File: src/rtl/bcd_scan_display.sv
// bcd_scan_display: time-multiplexed N-digit 7-segment driver.
// Holds a shadow copy of a packed BCD word and its decimal points, scans one
// digit per REFRESH_DIV clocks, and drives active-low segments through a
// registered output stage with optional leading-zero blanking.
module bcd_scan_display #(
    parameter int unsigned NUM_DIGITS       = 4,
    parameter int unsigned REFRESH_DIV      = 50000,
    parameter bit          ANODE_ACTIVE_LOW = 1'b1,
    parameter bit          BLANK_LEADING    = 1'b1,
    localparam int unsigned IDX_W           = (NUM_DIGITS > 1) ? $clog2(NUM_DIGITS) : 1
) (
    input  logic                    clk,
    input  logic                    rst_n,
    input  logic [4*NUM_DIGITS-1:0] bcd_in,
    input  logic [NUM_DIGITS-1:0]   dp_in,
    input  logic                    load,
    input  logic                    enable,
    output logic [6:0]              seg,
    output logic                    dp,
    output logic [NUM_DIGITS-1:0]   an,
    output logic [IDX_W-1:0]        digit_idx
);

    localparam int unsigned PRESC_W = $clog2(REFRESH_DIV);
    localparam logic [NUM_DIGITS-1:0] AN_OFF   = ANODE_ACTIVE_LOW ? {NUM_DIGITS{1'b1}} : '0;
    localparam logic [NUM_DIGITS-1:0] ALL_ONES = {NUM_DIGITS{1'b1}};

    logic [4*NUM_DIGITS-1:0] shadow_q;
    logic [NUM_DIGITS-1:0]   shadow_dp_q;
    logic [PRESC_W-1:0]      presc_q, presc_d;
    logic [IDX_W-1:0]        idx_q, idx_d;
    logic [6:0]              seg_q, seg_d;
    logic                    dp_q, dp_d;
    logic [NUM_DIGITS-1:0]   an_q, an_d;

    logic [NUM_DIGITS-1:0]   digit_zero;
    logic [NUM_DIGITS-1:0]   zero_from;
    logic [3:0]              cur_bcd;
    logic                    cur_dp;
    logic                    cur_blank;

    // Active-low a..g pattern; codes 10..15 are dark.
    function automatic logic [6:0] seg_decode(input logic [3:0] d);
        logic [6:0] s;
        case (d)
            4'd0:    s = 7'b0000001;
            4'd1:    s = 7'b1001111;
            4'd2:    s = 7'b0010010;
            4'd3:    s = 7'b0000110;
            4'd4:    s = 7'b1001100;
            4'd5:    s = 7'b0100100;
            4'd6:    s = 7'b0100000;
            4'd7:    s = 7'b0001111;
            4'd8:    s = 7'b0000000;
            4'd9:    s = 7'b0000100;
            default: s = 7'b1111111;
        endcase
        return s;
    endfunction

    // Shadow registers: the display only ever reads these.
    always_ff @(posedge clk or negedge rst_n) begin
        if (!rst_n) begin
            shadow_q    <= '0;
            shadow_dp_q <= '0;
        end else if (load) begin
            shadow_q    <= bcd_in;
            shadow_dp_q <= dp_in;
        end
    end

    // Prescaler and digit index next state; disable parks both at zero.
    always_comb begin
        presc_d = presc_q;
        idx_d   = idx_q;
        if (!enable) begin
            presc_d = '0;
            idx_d   = '0;
        end else if (presc_q == PRESC_W'(REFRESH_DIV - 1)) begin
            presc_d = '0;
            idx_d   = (idx_q == IDX_W'(NUM_DIGITS - 1)) ? '0 : idx_q + 1'b1;
        end else begin
            presc_d = presc_q + 1'b1;
        end
    end

    // Scan state registers.
    always_ff @(posedge clk or negedge rst_n) begin
        if (!rst_n) begin
            presc_q <= '0;
            idx_q   <= '0;
        end else begin
            presc_q <= presc_d;
            idx_q   <= idx_d;
        end
    end

    // Current digit select plus leading-zero detection: zero_from[i] is set
    // when digit i and every digit above it are zero (invalid codes count as
    // non-zero).
    always_comb begin
        digit_zero = '0;
        zero_from  = '0;
        cur_bcd    = '0;
        cur_dp     = 1'b0;
        cur_blank  = 1'b0;
        for (int unsigned i = 0; i < NUM_DIGITS; i++) begin
            digit_zero[i] = (shadow_q[4*i +: 4] == 4'd0);
        end
        for (int unsigned i = 0; i < NUM_DIGITS; i++) begin
            zero_from[i] = ((digit_zero >> i) == (ALL_ONES >> i));
        end
        for (int unsigned i = 0; i < NUM_DIGITS; i++) begin
            if (idx_q == IDX_W'(i)) begin
                cur_bcd   = shadow_q[4*i +: 4];
                cur_dp    = shadow_dp_q[i];
                cur_blank = BLANK_LEADING && (i != 0) && zero_from[i];
            end
        end
    end

    // Output stage next state; anode polarity handled by XOR with the idle level.
    always_comb begin
        seg_d = '1;
        dp_d  = 1'b1;
        an_d  = AN_OFF;
        if (enable) begin
            seg_d = cur_blank ? 7'b1111111 : seg_decode(cur_bcd);
            dp_d  = ~cur_dp;
            an_d  = AN_OFF ^ (NUM_DIGITS'(1) << idx_q);
        end
    end

    // Registered outputs, one cycle behind index/shadow/enable.
    always_ff @(posedge clk or negedge rst_n) begin
        if (!rst_n) begin
            seg_q <= '1;
            dp_q  <= 1'b1;
            an_q  <= AN_OFF;
        end else begin
            seg_q <= seg_d;
            dp_q  <= dp_d;
            an_q  <= an_d;
        end
    end

    assign seg       = seg_q;
    assign dp        = dp_q;
    assign an        = an_q;
    assign digit_idx = idx_q;

endmodule

File: config.mk
export PLATFORM = sky130hd
export DESIGN_NAME = bcd_scan_display
export DESIGN_NICKNAME = d
export VERILOG_FILES = /design/src/rtl/bcd_scan_display.sv
export SDC_FILE = /design/constraint.sdc
export NUM_CORES = 1
export LEC_CHECK = 0
export ABC_AREA = 0
export ABC_CLOCK_PERIOD_IN_PS = 2300
export BUFFER_PORTS_ARGS = -buffer_cell sky130_fd_sc_hd__buf_2
export CAP_MARGIN = 30
export CELL_PAD_IN_SITES_DETAIL_PLACEMENT = 0
export CELL_PAD_IN_SITES_GLOBAL_PLACEMENT = 2
export CORE_MARGIN = 2
export CORE_UTILIZATION = 33
export CTS_CLUSTER_SIZE = 30
export DETAILED_ROUTE_END_ITERATION = 10
export GPL_TIMING_DRIVEN = 0
export PLACE_DENSITY = 0.85
export SYNTH_ARGS = -nofsm -noshare
export SYNTH_HDL_FRONTEND = slang
export SYNTH_SLANG_ARGS = --single-unit
File: constraint.sdc
create_clock -name clk -period 2.3 [get_ports clk]
set_clock_uncertainty 0.05 [all_clocks]
set_input_delay 0.115 -clock clk [delete_from_list [all_inputs] [get_ports clk]]
set_output_delay 0.115 -clock clk [all_outputs]
set_load 0.05 [all_outputs]
==> out/qor.yml <==
viasPerCell: 4.593
dieArea_mm2: 0.008331
fillers: 694
vdd_ir_drop_max_uv: 283.6
cts.clk_slew.worst_paths_ps: 90
antenna_found_initial: 0
final_cell_mix: "36 x buf_2, 36 x dfrtp_1, 22 x dlygate4sd3_1"
outcome: "finished clean"
synth-seq-area-share_pct: 50.37
cp_max_fo: 9
synth_seq_cells: 50
numCtsBuffers: 5
clockBufferDepth: 2
r2r_slack_ps: 100
r2r_end: "seg[3]"
r2r_start: "digit_idx[1]"
power.net_switching_mw: 0.5421
initial_core_util_pct: 34.29
antenna_cells: 0
min_path_cells: 2
routed_wl_mm: 5.173
synth_edf_count: 0
row_count: 31
startpoint_type: "flop"
total_power_mw: 1.927
grt_pass1_vias: 1879
grtUsageTotal_pct: 12.95
r2r_cells: 10
async_reset_ff_share_pct: 100.0
synth_area_mm2: 0.002514
final-setup-viol-count: 0
hp-class: "input pin to flop"
holdWs_ps: 111.8
drive_gt1_share_pct: 41.08
finalMaxSlewViolations: 0
clock-sinks: 50
postSynthAreaPerCell_um2: 11.43
first_pass_iters: 4
core_mm2: 0.007331
drt_iter0_markers: 24
crit_family: "compound AO/OA/AOI/OAI gates"
yosys_warnings: 0
chipWidth_um: 91.28
wl_per_cell_um: 13.06
period_share_pct: 95.56
dpl_worst_slack_ps: -159.7
endpoint_kind: "flop"
fin_util_pct: 45.50
cp.depth: 10
dpl.cell_count: 356
cpMaxStageDelayCell: "dfrtp_2"
synthFlopType: "dfrtp_1"
slew_headroom_pct: 59.32
synthCells: 220
syn-num-nets: 255
drcViolationCount: 0
synth_cell_types: 47
clock_latency_ps: 300
max_stage_delay_ps: 470
area_delta_synth_final_pct: 32.70
grt_pass1_wl_mm: 8.859
grt_max_degree: 31
worstSetupPathType: "flop to flop"
detail-route-antenna-nets: 0
cts_tree: "yes"
ios: 38
final-instance-count-excl-fill: 396
tightest_slew_ps: 610.2
fin_ws_ps: 102.0
crit_arrival_ps: 2370
final_hold_viol_count: 0
swShare_pct: 28.13
setup.worst_path.start: "digit_idx[1]"
crit_end: "seg[3]"
crit_buf_inv: 2
p_leak_nw: 1.434
grt-ovfl-total: 0
crit_required_ps: 2480
clockRootBuffer: "clkbuf_8"
powerDensity_mw_per_mm2: 577.7
clkPwrFrac_pct: 29.8
nNetsFinal: 331
place.gp.congestion: 0.7551
fmax_ghz: 0.4550
dr_total_vias: 1819
p_int_mw: 1.385
cap_violations: 0
htreeDepth: 2
hpwl_mm: 3.668
combPwrFrac_pct: 18.8
io_buffer_count: 36
die_h_um: 91.28
timing.final.crit_period_ps: 2198
crit_chain: "inv_4 > ha_4 > buf_6 > nor2b_2 > a22o_1 > o31ai_4 > ha_1 > nor2b_1 > o21bai_1 > a21oi_1"
p_seq_share_pct: 51.5
power groups by stage:
stage          registers [mW]  clock network, mW  logic (mW)
2_1_floorplan            1.09                  0       0.140
3_3_place_gp             1.01                  0       0.314
3_5_place_dp             1.01                  0       0.320
4_1_cts                 0.992              0.592       0.359
5_1_grt                  1.00              0.627       0.396
6_report                0.992              0.574       0.361
how the worst min path moves through the flow:
| stage | startpoint | to | slack, ps |
|---|---|---|---|
| 4_1_cts | load | shadow_dp_q[1] | 110 |
| 2_1_floorplan | rst_n | digit_idx[0] | -230 |
| 5_1_grt | load | shadow_dp_q[2] | 100 |
| 6_report | load | shadow_dp_q[2] | 110 |
| 3_3_place_gp | bcd_in[13] | shadow_q[13] | 280 |
| 3_5_place_dp | rst_n | shadow_dp_q[0] | 60 |
cell type report:
class                      count  area, um^2  area share (%)
clock inverter                 2       10.01          0.3001
clock buffer                   6       93.84           2.813
inverter                      11       46.29           1.388
multi-input combinational    151        1214           36.38
sequential                    50        1269           38.03
tap                           99       123.9           3.713
timing repair buffer          69       499.2           14.97
buffer                         8       80.08           2.401
flip-flops by register name, summed over array words and instances, names as in the netlist:
name and cells:
seg 7, shadow_dp_q 4, presc_q 16, dp 1, shadow_q 16, digit_idx 2, an 4
synth_stat cells (2+ instances only):
library cell / instances / area share [%]
a211oi_1: 3 / 0.90
a21oi_1: 7 / 1.4
a221oi_1: 3 / 1.0
buf_2: 2 / 0.40
buf_4: 2 / 0.60
dfrtp_1: 38 / 38
dfstp_2: 12 / 13
ha_1: 11 / 5.5
inv_1: 11 / 1.6
mux2_2: 18 / 8.1
mux2i_1: 3 / 1.2
nand2_1: 15 / 2.2
nand3_1: 3 / 0.60
nand3b_1: 3 / 0.90
nand4_1: 6 / 1.5
nor2_1: 17 / 2.5
nor2_2: 10 / 2.5
nor2b_1: 6 / 1.5
nor3_1: 2 / 0.40
nor3b_1: 4 / 1.2
o21ai_0: 4 / 0.80
o31ai_1: 2 / 0.60
o41ai_1: 2 / 0.70
xnor2_1: 6 / 2.1
xor2_1: 8 / 2.8
layer usage:
| metal | vias to the layer above | global-route usage, % | share of wire, % |
|---|---|---|---|
| met1 | 867 | 17.71 | 48 |
| met5 | - | 0 | 0 |
| li1 | 910 | - | - |
| met3 | 5 | 2.822 | 3.7 |
| met4 | 0 | 3.409 | 0.93 |
| met2 | 37 | 20.86 | 47 |
metrics by stage:
step / TNS (ps) / instance area [um^2]
after floorplan: 0 / 2527
after global placement: -291.4 / 2831
after detailed placement: -448.3 / 2851
after CTS: 0 / 3209
after global routing: -21.34 / 3336
final: 0 / 3336
timing repair:
item                                    in CTS  in global routing
hold buffers                                22                  0
gates resized for setup                      2                 21
hold endpoints to repair                    42                  0
pin swaps                                    3                  7
setup buffers                                3                  7
gates cloned                                 0                  0
endpoints found under the setup margin       5                  7
kinds of logic (layout without fill, tap and decap cells):
| group | Yosys count | count (layout) | share of synthesized area (%) |
|---|---|---|---|
| XOR/XNOR | 14 | 14 | 4.878 |
| multiplexers | 21 | 21 | 9.258 |
| AO/OA/AOI/OAI | 28 | 28 | 8.114 |
| AND/OR/NAND/NOR | 77 | 77 | 17.72 |
| adder cells (fa/ha/maj) | 11 | 11 | 5.475 |
| flip-flops | 50 | 50 | 50.37 |
| buffers and inverters | 19 | 96 | 4.181 |
Note: power is estimated with default switching activity, not from simulation.
